## src/rtl/cmos_capture.sv

```systemverilog
// CMOS sensor parallel-bus receiver: frames vsync/href bytes into RGB565 pixels
// with coordinates, discarding settling frames after reset.
module cmos_capture #(
    parameter int unsigned COL         = 1024,
    parameter int unsigned ROW         = 720,
    parameter int unsigned SKIP_FRAMES = 10
) (
    input  logic        CLK,
    input  logic        RSTn,
    input  logic        cmos_vsyn,
    input  logic        cmos_href,
    input  logic [7:0]  cmos_data,
    input  logic        capture_en,
    input  logic        fifo_full,
    output logic [15:0] pix_data,
    output logic        pix_wr,
    output logic [10:0] pix_x,
    output logic [9:0]  pix_y,
    output logic        frame_start,
    output logic        frame_done,
    output logic        line_err,
    output logic        overflow
);

    localparam int unsigned SKW = (SKIP_FRAMES > 0) ? $clog2(SKIP_FRAMES + 1) : 1;
    localparam logic [SKW-1:0] SKIP_MAX = SKW'(SKIP_FRAMES);
    localparam logic [10:0]    COL_X    = 11'(COL);
    localparam logic [9:0]     ROW_Y    = 10'(ROW);

    typedef enum logic [1:0] {IDLE, VBLANK, SKIP, ACTIVE} state_t;

    state_t         state_q, state_d;
    logic           vsyn_q, href_q, vsyn_dly_q, href_dly_q;
    logic [7:0]     data_q;
    logic [SKW-1:0] skip_cnt_q, skip_cnt_d;
    logic           phase_q, phase_d;
    logic [7:0]     hi_q, hi_d;
    logic [10:0]    x_q, x_d;
    logic [9:0]     y_q, y_d;
    logic [15:0]    pix_data_q, pix_data_d;
    logic           pix_wr_q, pix_wr_d;
    logic [10:0]    pix_x_q, pix_x_d;
    logic [9:0]     pix_y_q, pix_y_d;
    logic           frame_start_q, frame_start_d;
    logic           frame_done_q, frame_done_d;
    logic           line_err_q, line_err_d;
    logic           overflow_q, overflow_d;

    logic vs_fall, vs_rise, href_rise, cur_phase;

    assign vs_fall   = vsyn_dly_q & ~vsyn_q;
    assign vs_rise   = ~vsyn_dly_q & vsyn_q;
    assign href_rise = href_q & ~href_dly_q;
    // A new line always starts on the hi byte, even after a truncated line.
    assign cur_phase = href_rise ? 1'b0 : phase_q;

    always_ff @(posedge CLK) begin
        if (!RSTn) begin
            vsyn_q        <= 1'b0;
            href_q        <= 1'b0;
            data_q        <= '0;
            vsyn_dly_q    <= 1'b0;
            href_dly_q    <= 1'b0;
            state_q       <= IDLE;
            skip_cnt_q    <= '0;
            phase_q       <= 1'b0;
            hi_q          <= '0;
            x_q           <= '0;
            y_q           <= '0;
            pix_data_q    <= '0;
            pix_wr_q      <= 1'b0;
            pix_x_q       <= '0;
            pix_y_q       <= '0;
            frame_start_q <= 1'b0;
            frame_done_q  <= 1'b0;
            line_err_q    <= 1'b0;
            overflow_q    <= 1'b0;
        end else begin
            vsyn_q        <= cmos_vsyn;
            href_q        <= cmos_href;
            data_q        <= cmos_data;
            vsyn_dly_q    <= vsyn_q;
            href_dly_q    <= href_q;
            state_q       <= state_d;
            skip_cnt_q    <= skip_cnt_d;
            phase_q       <= phase_d;
            hi_q          <= hi_d;
            x_q           <= x_d;
            y_q           <= y_d;
            pix_data_q    <= pix_data_d;
            pix_wr_q      <= pix_wr_d;
            pix_x_q       <= pix_x_d;
            pix_y_q       <= pix_y_d;
            frame_start_q <= frame_start_d;
            frame_done_q  <= frame_done_d;
            line_err_q    <= line_err_d;
            overflow_q    <= overflow_d;
        end
    end

    always_comb begin
        state_d       = state_q;
        skip_cnt_d    = skip_cnt_q;
        phase_d       = phase_q;
        hi_d          = hi_q;
        x_d           = x_q;
        y_d           = y_q;
        pix_data_d    = pix_data_q;
        pix_wr_d      = 1'b0;
        pix_x_d       = pix_x_q;
        pix_y_d       = pix_y_q;
        frame_start_d = 1'b0;
        frame_done_d  = 1'b0;
        line_err_d    = line_err_q;
        overflow_d    = overflow_q;

        // Line-count check lands one cycle after the frame_done pulse.
        if (frame_done_q && (y_q != ROW_Y)) line_err_d = 1'b1;

        unique case (state_q)
            IDLE: begin
                if (vsyn_q) state_d = VBLANK;
            end
            VBLANK: begin
                if (vs_fall) begin
                    if (skip_cnt_q < SKIP_MAX) begin
                        state_d    = SKIP;
                        skip_cnt_d = skip_cnt_q + 1'b1;
                    end else if (!capture_en) begin
                        state_d = SKIP;
                    end else begin
                        state_d       = ACTIVE;
                        frame_start_d = 1'b1;
                        line_err_d    = 1'b0;
                        overflow_d    = 1'b0;
                        x_d           = '0;
                        y_d           = '0;
                        phase_d       = 1'b0;
                    end
                end
            end
            SKIP: begin
                if (vs_rise) state_d = VBLANK;
            end
            ACTIVE: begin
                if (vs_rise) begin
                    state_d      = VBLANK;
                    frame_done_d = 1'b1;
                end else if (!vsyn_q) begin
                    if (href_q) begin
                        if (!cur_phase) begin
                            hi_d    = data_q;
                            phase_d = 1'b1;
                        end else begin
                            phase_d = 1'b0;
                            if ((x_q < COL_X) && (y_q < ROW_Y)) begin
                                if (fifo_full) begin
                                    overflow_d = 1'b1;
                                end else begin
                                    pix_wr_d   = 1'b1;
                                    pix_data_d = {hi_q, data_q};
                                    pix_x_d    = x_q;
                                    pix_y_d    = y_q;
                                end
                                x_d = x_q + 11'd1;
                            end else begin
                                line_err_d = 1'b1;
                            end
                        end
                    end else if (href_dly_q) begin
                        if (phase_q || (x_q != COL_X)) line_err_d = 1'b1;
                        phase_d = 1'b0;
                        x_d     = '0;
                        if (y_q < ROW_Y) y_d = y_q + 10'd1;
                    end
                end
            end
            default: state_d = IDLE;
        endcase
    end

    assign pix_data    = pix_data_q;
    assign pix_wr      = pix_wr_q;
    assign pix_x       = pix_x_q;
    assign pix_y       = pix_y_q;
    assign frame_start = frame_start_q;
    assign frame_done  = frame_done_q;
    assign line_err    = line_err_q;
    assign overflow    = overflow_q;

endmodule

```

## config.mk

```make
export PLATFORM = sky130hd
export DESIGN_NAME = cmos_capture
export DESIGN_NICKNAME = d
export VERILOG_FILES = /design/src/rtl/cmos_capture.sv
export SDC_FILE = /design/constraint.sdc
export NUM_CORES = 1
export LEC_CHECK = 0
export CORE_MARGIN = 2
export CORE_UTILIZATION = 35
export DETAILED_ROUTE_END_ITERATION = 16
export PLACE_DENSITY = 0.66
export SYNTH_ARGS = -nofsm -noshare
export SYNTH_HDL_FRONTEND = slang
export SYNTH_SLANG_ARGS = --single-unit
```

## constraint.sdc

```tcl
create_clock -name CLK -period 3.1 [get_ports CLK]
set_clock_uncertainty 0.2 [all_clocks]
set_input_delay 0.62 -clock CLK [delete_from_list [all_inputs] [get_ports CLK]]
set_output_delay 0.62 -clock CLK [all_outputs]
set_load 0.005 [all_outputs]
```

Yosys cells after proc, flatten, opt, wreduce, memory -nomap -nowiden
Cells that the tools add are included.
{"block": "classes", "magnitude_cmp": 3, "eq_ne": 22, "bitwise": 15, "add_sub_neg": 3, "muxes": 57, "n_reduce_logical": 17}
{"operator": "two-way mux 11 bit", "count": 9}
{"operator": "two-way mux 10 bit", "count": 8}
{"operator": "two-way mux 1 bit", "count": 31}
{"operator": "inequality test 2 bit (second input constant)", "count": 13}
{"operator": "case mux 11 bit (2 select lines)", "count": 1}
{"operator": "case mux 10 bit (2 select lines)", "count": 1}
{"operator": "AND reduction 9 bit", "count": 2}
{"operator": "AND reduction 7 bit", "count": 2}
{"operator": "inverter 1 bit", "count": 12}
{"operator": "adder 11 x 1 -> 11 bit (second input constant)", "count": 1}
{"operator": "< comparator 11 bit (second input constant)", "count": 1}
{"operator": "inequality test 11 bit (second input constant)", "count": 1}
{"operator": "adder 10 x 1 -> 10 bit (second input constant)", "count": 1}
{"operator": "< comparator 10 bit (second input constant)", "count": 1}
{"operator": "inequality test 10 bit (second input constant)", "count": 1}
{"operator": "AND reduction 10 bit", "count": 1}
{"operator": "inequality test 3 bit (second input constant)", "count": 3}
{"operator": "OR reduction 7 bit", "count": 1}
{"operator": "two-way mux 2 bit", "count": 3}
{"operator": "case mux 1 bit (2 select lines)", "count": 3}
{"operator": "case mux 2 bit (3 select lines)", "count": 1}
{"operator": "AND reduction 3 bit", "count": 2}
{"operator": "AND reduction 5 bit", "count": 1}
{"operator": "adder 4 x 1 -> 4 bit (second input constant)", "count": 1}
{"operator": "other kinds (12)", "count": 16}
{"block": "word_totals", "word_cells": 136, "in_bits": 14, "output_inout_bits": 42, "regBits": 90}

Depth between registers and ports, before layout
Gate-level depths: netlist of run 1.
{"block": "depth", "ltp_word": 9, "mapped_depth": 8, "depth_no_buf": 7}

Worst setup path before layout of run 1
Ideal clock, no wire load.
{"block": "synth_timing", "kind": "in2reg", "from": "input capture_en", "to": "register x_q[5]", "slack_ns": 0.543, "arrival_ns": 2.229, "required_ns": 2.772, "setup_time_ns": 0.128, "stages": 7, "n_path_buf": 2, "path_cell_list": "o211ai_2 a211o_1 or4b_1 buf_2 clkbuf_1 o31ai_1 a21oi_1"}
{"block": "synth_between", "elab_chain_cells": 2}
{"element": "start: declaration", "line": "13", "rtl": "input logic capture_en,"}
{"element": "inequality test 2 bit (no line)"}
{"element": "AND reduction 9 bit (no line)"}
{"element": "end signal: assignment", "line": "68", "rtl": "x_q <= '0;"}
{"element": "end signal: assignment", "line": "88", "rtl": "x_q <= x_d;"}
{"element": "end: declaration", "line": "38", "rtl": "logic [10:0] x_q, x_d;"}
Every way passes these cells.
A chain may end at the register's enable or synchronous reset.

Worst setup path in the final report of run 1
{"block": "layout_timing", "from": "input capture_en", "to": "register x_q[8]"}
The elaborated chain is that of the path after synthesis.

==> results of run 1 <==
[kinds of logic after synthesis]
group / Yosys count
flip-flops: 90
buffers and inverters: 36
adder cells (fa/ha/maj): 5
AND/OR/NAND/NOR: 191
AO/OA/AOI/OAI: 87
multiplexers: 8
XOR/XNOR: 9
[registers in the layout (all words and copies together), names as in the netlist]
signal	count
skip_cnt_q	4
hi_q	8
phase_q	1
x_q	11
vsyn_dly_q	1
pix_wr	1
pix_x	11
pix_data	16
pix_y	10
frame_done	1
overflow	1
data_q	8
y_q	10
vsyn_q	1
href_q	1
state_q	2
frame_start	1
href_dly_q	1
line_err	1
[worst register-to-register path, stage by stage, from the launching register on]
cell and delay [ns]:
dfxtp_1 0.51, nor2b_1 0.14, a211o_1 0.29, or4b_1 0.52, buf_4 0.20, or4_1 0.40, a21oi_1 0.16
[synth_stat cells, types with 3 or more instances]
master / number
nor2_1: 34
xor2_1: 5
nor3_1: 4
nand4_1: 7
xnor2_1: 4
nand2b_1: 3
and2_1: 14
nand3_1: 48
a21oi_1: 17
o21ai_0: 48
mux2i_1: 8
inv_1: 10
nor4_1: 4
clkbuf_1: 21
or3_1: 3
or4_1: 5
dfxtp_1: 90
nand2_1: 54
o31ai_1: 6
ha_1: 5
nor2b_1: 3
[worst max path at each step]
stage / to / slack, ns / cells after the start
after floorplan: x_q[5]$_SDFFE_PN0P_ / 0.54 / 7
after global placement: x_q[5]$_SDFFE_PN0P_ / 0.05 / 7
after detailed placement: x_q[5]$_SDFFE_PN0P_ / 0.03 / 7
after CTS: x_q[8]$_SDFFE_PN0P_ / 0.40 / 7
after global routing: x_q[6]$_SDFFE_PN0P_ / 0.31 / 7
final: x_q[8]$_SDFFE_PN0P_ / 0.39 / 7
[cell type report]
cell class              instances  area, um^2  share of cell area
well taps                     136         170              0.0376
repair buffers                 67         648               0.143
flip-flops and latches         90        1800               0.398
inverters                      11        41.3             0.00912
clock buffers                   9         124              0.0274
multi-input cells             300        1670               0.370
clock inverters                 7        66.3              0.0147
[through the flow]
step           worst slack (ns)  area, um^2  hold slack [ns]  power, mW
3_5_place_dp             0.0265        4340            0.223       1.26
2_1_floorplan             0.543        3610            0.226       1.23
3_3_place_gp             0.0507        4340            0.220       1.26
6_report                  0.391        4530            0.238       2.01
5_1_grt                   0.305        4530            0.267       2.08
4_1_cts                   0.397        4530            0.239       2.04
[layer usage]
| layer | vias up | track usage | wire (um) | share of wire |
|---|---|---|---|---|
| met3 | 19 | 0.0346 | 473 | 0.059 |
| li1 | 1594 | - | - | - |
| met5 | - | 0 | 0 | 0 |
| met1 | 1453 | 0.194 | 3720 | 0.46 |
| met4 | 0 | 0.0677 | 183 | 0.023 |
| met2 | 82 | 0.237 | 3700 | 0.46 |
[power groups by stage]
stage / Clock, mW / Sequential (mW) / Combinational (mW)
after detailed placement: 0 / 1.20 / 0.0641
after global routing: 0.837 / 1.18 / 0.0710
after floorplan: 0 / 1.20 / 0.0380
final: 0.772 / 1.17 / 0.0636
after CTS: 0.798 / 1.17 / 0.0643
after global placement: 0 / 1.20 / 0.0634
==> results.toml, run 1 <==
[worst_setup_path]
path_buf_inv = 2
cp_top_family = "simple AND/OR/NAND/NOR gates"
crit_type = "input pin to flip-flop"
reg2reg_slack_ns = 0.61
critPathSlowestCell = "or4b_1"
cp_max_fo = 16
cp-startpoint = "capture_en"
cp_slowest_stage_delay_ns = 0.52
ff2ff_path_depth = 6
r2r_start = "state_q[1]$_SDFFE_PN0P_"
reg2reg_to = "x_q[8]$_SDFFE_PN0P_"
worst_setup_path_start_kind = "input pin"
path_cells = "clkdlybuf4s50_1 -> o211ai_2 -> a211o_1 -> or4b_1 -> buf_4 -> or4_1 -> a21oi_1"
worstPathRequired_ns = 3.19
arrival_ns = 2.80
cp-end-kind = "flip-flop"

[placement]
port_buffers = 55
place_congestion = 0.903
dpl.hpwl_um = 5630
placedCellCount = 604

[routing]
avgRoutedWirePerCell_um = 13.0
route.vias.total = 3148
finalWirelength_um = 8080
drcViolationCount = 0
vias_per_cell = 5.08
ant_nets = 0
initialDrtViolationCount = 138
drt-pass1-iter-count = 5

[floorplanning]
fp.dieW_um = 106
start_util = 0.354
num_rows = 37
core_area_um2 = 10200
ios = 56
die-area_um2 = 11100
die_h_um = 106

[synth]
synth-seq-cells = 90
yosys.area_share.xor_xnor = 0.0219
synth_cells = 426
syn-num-nets = 445
synth_cell_types = 46
postSynth.asyncResetShare = 0
avgSynthCellArea_um2 = 8.47
synth_area_um2 = 3610
yosysTopAreaCell = "dfxtp_1"
synthMuxAreaShare = 0.0222
synth_top_family_by_area = "simple AND/OR/NAND/NOR gates"
yosys_warnings = 0
synthFlopType = "dfxtp_1"
synth_adder_area_share = 0.0173
synth_area_leaders = "dfxtp_1 50%, nand3_1 6.7%, o21ai_0 6.7%"
synth-compound-area-share = 0.140
synth_edf_count = 0
ys_seq_area_frac = 0.499
synth_top_area_share = 0.499
yosys.area_share.simple = 0.260

[power]
power_density_nw_per_um2 = 444
p_leak_nw = 1.52
power.switching_mw = 0.503
seqPwrFrac = 0.584
swShare = 0.250
power_frac_clock = 0.384
irDropWorstVdd_v = 0.000238
p_int_mw = 1.51
pwr-share-comb = 0.032

[layout]
layout_common_cells = "90 x dfxtp_1, 54 x nand2_1, 54 x clkdlybuf4s50_1"
fillers = 1036
layout_commonest_cell = "dfxtp_1"
final_util = 0.444
synthToLayoutAreaGrowth_pct = 25.5
drive_above_1_share = 0.0702
nNetsFinal = 498
diodes = 0
stdcell_count = 620

[sta]
setup_viol = 0
hold_viol_final = 0
min_period_over_period = 0.874
finalSetupTns_ns = 0
fin_crit_ns = 2.71
fmax_ghz = 0.369
final-max-slew-violation-count = 0
rsz0062_at_grt = "false"
worstMarginPinSlew_ns = 0.589
slew_headroom = 0.597

[min_path]
min_to = "pix_x[10]$_SDFFE_PN0P_"
hp-start = "pix_x[10]$_SDFFE_PN0P_"
min_path_cells = 2
min_path_type = "flip-flop to flip-flop"

[grt]
grt_pass1_wl_um = 13800
grt_max_degree = 75
grt-ovfl-total = 0
antenna_found_initial = 0
grt_use_total = 0.150
grt_pass1_vias = 3003

[clock_network]
numCtsBuffers = 9
clockBufferDepth = 2
clkSinkCount = 90
post_cts_buffers = 0
cts_tree = "yes"
cts_hold_buf = 0
htreeDepth = 3
ctsResizeCount = 0
insertion_delay_ns = 0.37
path_clk_slew_ns = 0.09
cts-root-buf = "clkbuf_8"

[flow_run]
drv_cap = 0

[run_status]
status = "finished clean"
(Power assumes the default switching activity.)
==> run 2: changes to the inputs <==
--- a/config.mk
+++ b/config.mk
@@ -12,3 +12,4 @@
 export SYNTH_ARGS = -nofsm -noshare
 export SYNTH_HDL_FRONTEND = slang
 export SYNTH_SLANG_ARGS = --single-unit
+export TNS_END_PERCENT = 50
==> results of run 2 <==
No change in the layout: final DEF, timing and power equal those of run 1.
==> run 3: changes to the inputs <==
--- a/config.mk
+++ b/config.mk
@@ -8,6 +8,7 @@
 export CORE_MARGIN = 2
 export CORE_UTILIZATION = 35
 export DETAILED_ROUTE_END_ITERATION = 16
+export GPL_TIMING_DRIVEN = 0
 export PLACE_DENSITY = 0.66
 export SYNTH_ARGS = -nofsm -noshare
 export SYNTH_HDL_FRONTEND = slang
==> results.toml, run 3 (synthesized netlist as in run 1, its figures left out) <==
[routing]
avgRoutedWirePerCell_um = 14.2
vias_per_cell = 5.12
ant_nets = 0
drcViolationCount = 0
finalWirelength_um = 9010
initialDrtViolationCount = 211
drt-pass1-iter-count = 4
route.vias.total = 3243

[layout]
largest_reg_flops = 16
stdcell_count = 633
drive_above_1_share = 0.0503
diodes = 0
layout_common_cells = "90 x dfxtp_1, 55 x clkdlybuf4s50_1, 54 x nand2_1"
final_util = 0.450
nNetsFinal = 511
final_cell_area_um2 = 4580
synthToLayoutAreaGrowth_pct = 27.0
layout_commonest_cell = "dfxtp_1"

[placement]
dpl.hpwl_um = 6470
port_buffers = 55
postPlaceCellArea_um2 = 4330
place_congestion = 0.863
placedCellCount = 617

[sta]
hold_viol_final = 0
rsz0062_at_grt = "false"
min_period_over_period = 0.949
setup_viol = 0
final-max-slew-violation-count = 0
worstMarginPinSlew_ns = 1.33
fin_crit_ns = 2.94
fmax_ghz = 0.340
slew_headroom = 0.0916
finalSetupTns_ns = 0

[flow_run]
drv_cap = 0

[floorplanning]
num_rows = 37
fp.dieW_um = 106
die-area_um2 = 11100
start_util = 0.354
ios = 56
core_area_um2 = 10200
die_h_um = 106

[clock_network]
path_clk_slew_ns = 0.09
cts-root-buf = "clkbuf_8"
cts_tree = "yes"
clkSinkCount = 90
htreeDepth = 3
post_cts_buffers = 0
insertion_delay_ns = 0.36
clockBufferDepth = 2
numCtsBuffers = 9

[min_path]
hp-start = "pix_x[10]$_SDFFE_PN0P_"
min_path_type = "flip-flop to flip-flop"
min_path_cells = 2

[grt]
grt_use_total = 0.169
grt_max_degree = 17
antenna_found_initial = 0
grt_pass1_wl_um = 15300
grt_pass1_vias = 3218
grt-ovfl-total = 0

[worst_setup_path]
r2r_start = "skip_cnt_q[2]$_SDFFE_PN0P_"
cp_max_fo = 5
arrival_ns = 2.94
cp-startpoint = "capture_en"
worst_setup_path_start_kind = "input pin"
reg2reg_slack_ns = 0.47
worstPathRequired_ns = 3.10
crit_end = "y_q[6]$_SDFFE_PN0P_"
ff2ff_path_depth = 5
cp-end-kind = "flip-flop"
reg2reg_to = "y_q[6]$_SDFFE_PN0P_"
crit_type = "input pin to flip-flop"

[power]
irDropWorstVdd_v = 0.000200
power_density_nw_per_um2 = 483
p_total_mw = 2.21
p_leak_nw = 1.52

[run_status]
status = "finished clean"
==> run 3: worst min-delay path by stage <==
stage                                   endpoint
final                     pix_x[10]$_SDFFE_PN0P_
after global routing      pix_x[10]$_SDFFE_PN0P_
after CTS                 pix_x[10]$_SDFFE_PN0P_
after detailed placement  pix_x[10]$_SDFFE_PN0P_
after global placement    pix_x[10]$_SDFFE_PN0P_
after floorplan           pix_x[10]$_SDFFE_PN0P_
==> run 3: timing repair <==
action / CTS / global route
resized for setup: 0 / 4
endpoints found under the setup margin: 0 / 5
hold buffers: 0 / 0
endpoints found under the hold margin: 0 / 0
==> run 3: final cells by class <==
cell class | count | area, um^2
clock buffer | 9 | 124
timing repair buffer | 55 | 551
clock inverter | 7 | 123
fill | 1028 | 5600
tap | 136 | 170
sequential | 90 | 1800
multi-input combinational | 300 | 1670
buffer | 25 | 97.6
inverter | 11 | 41.3
==> run 3: power by group <==
part | switching (mW) | internal [mW]
clock network | 0.430 | 0.541
registers | 0.00751 | 1.16
logic | 0.0425 | 0.0273
total | 0.480 | 1.73
==> run 3: worst max-delay path: stages <==
cell	delay (ns)
clkdlybuf4s50_1	0.48
o211ai_2	0.15
a2111oi_0	1.17
nor3b_1	0.33
xnor2_1	0.15
nor2_1	0.05
==> run 3: through the flow <==
stage	hold slack, ns	worst slack [ns]
floorplan	0.226	0.543
global placement	0.222	-0.252
detailed placement	0.218	-0.319
CTS	0.238	0.0522
global route	0.271	0.0120
finish	0.238	0.158
==> run 3: layer usage <==
metal  GRT usage  vias up  wire length [um]
met5           0        -                 0
met4      0.0658        0               142
met3      0.0322       16               470
met2       0.277       88              4280
met1       0.220     1520              4120
li1            -     1619                 -
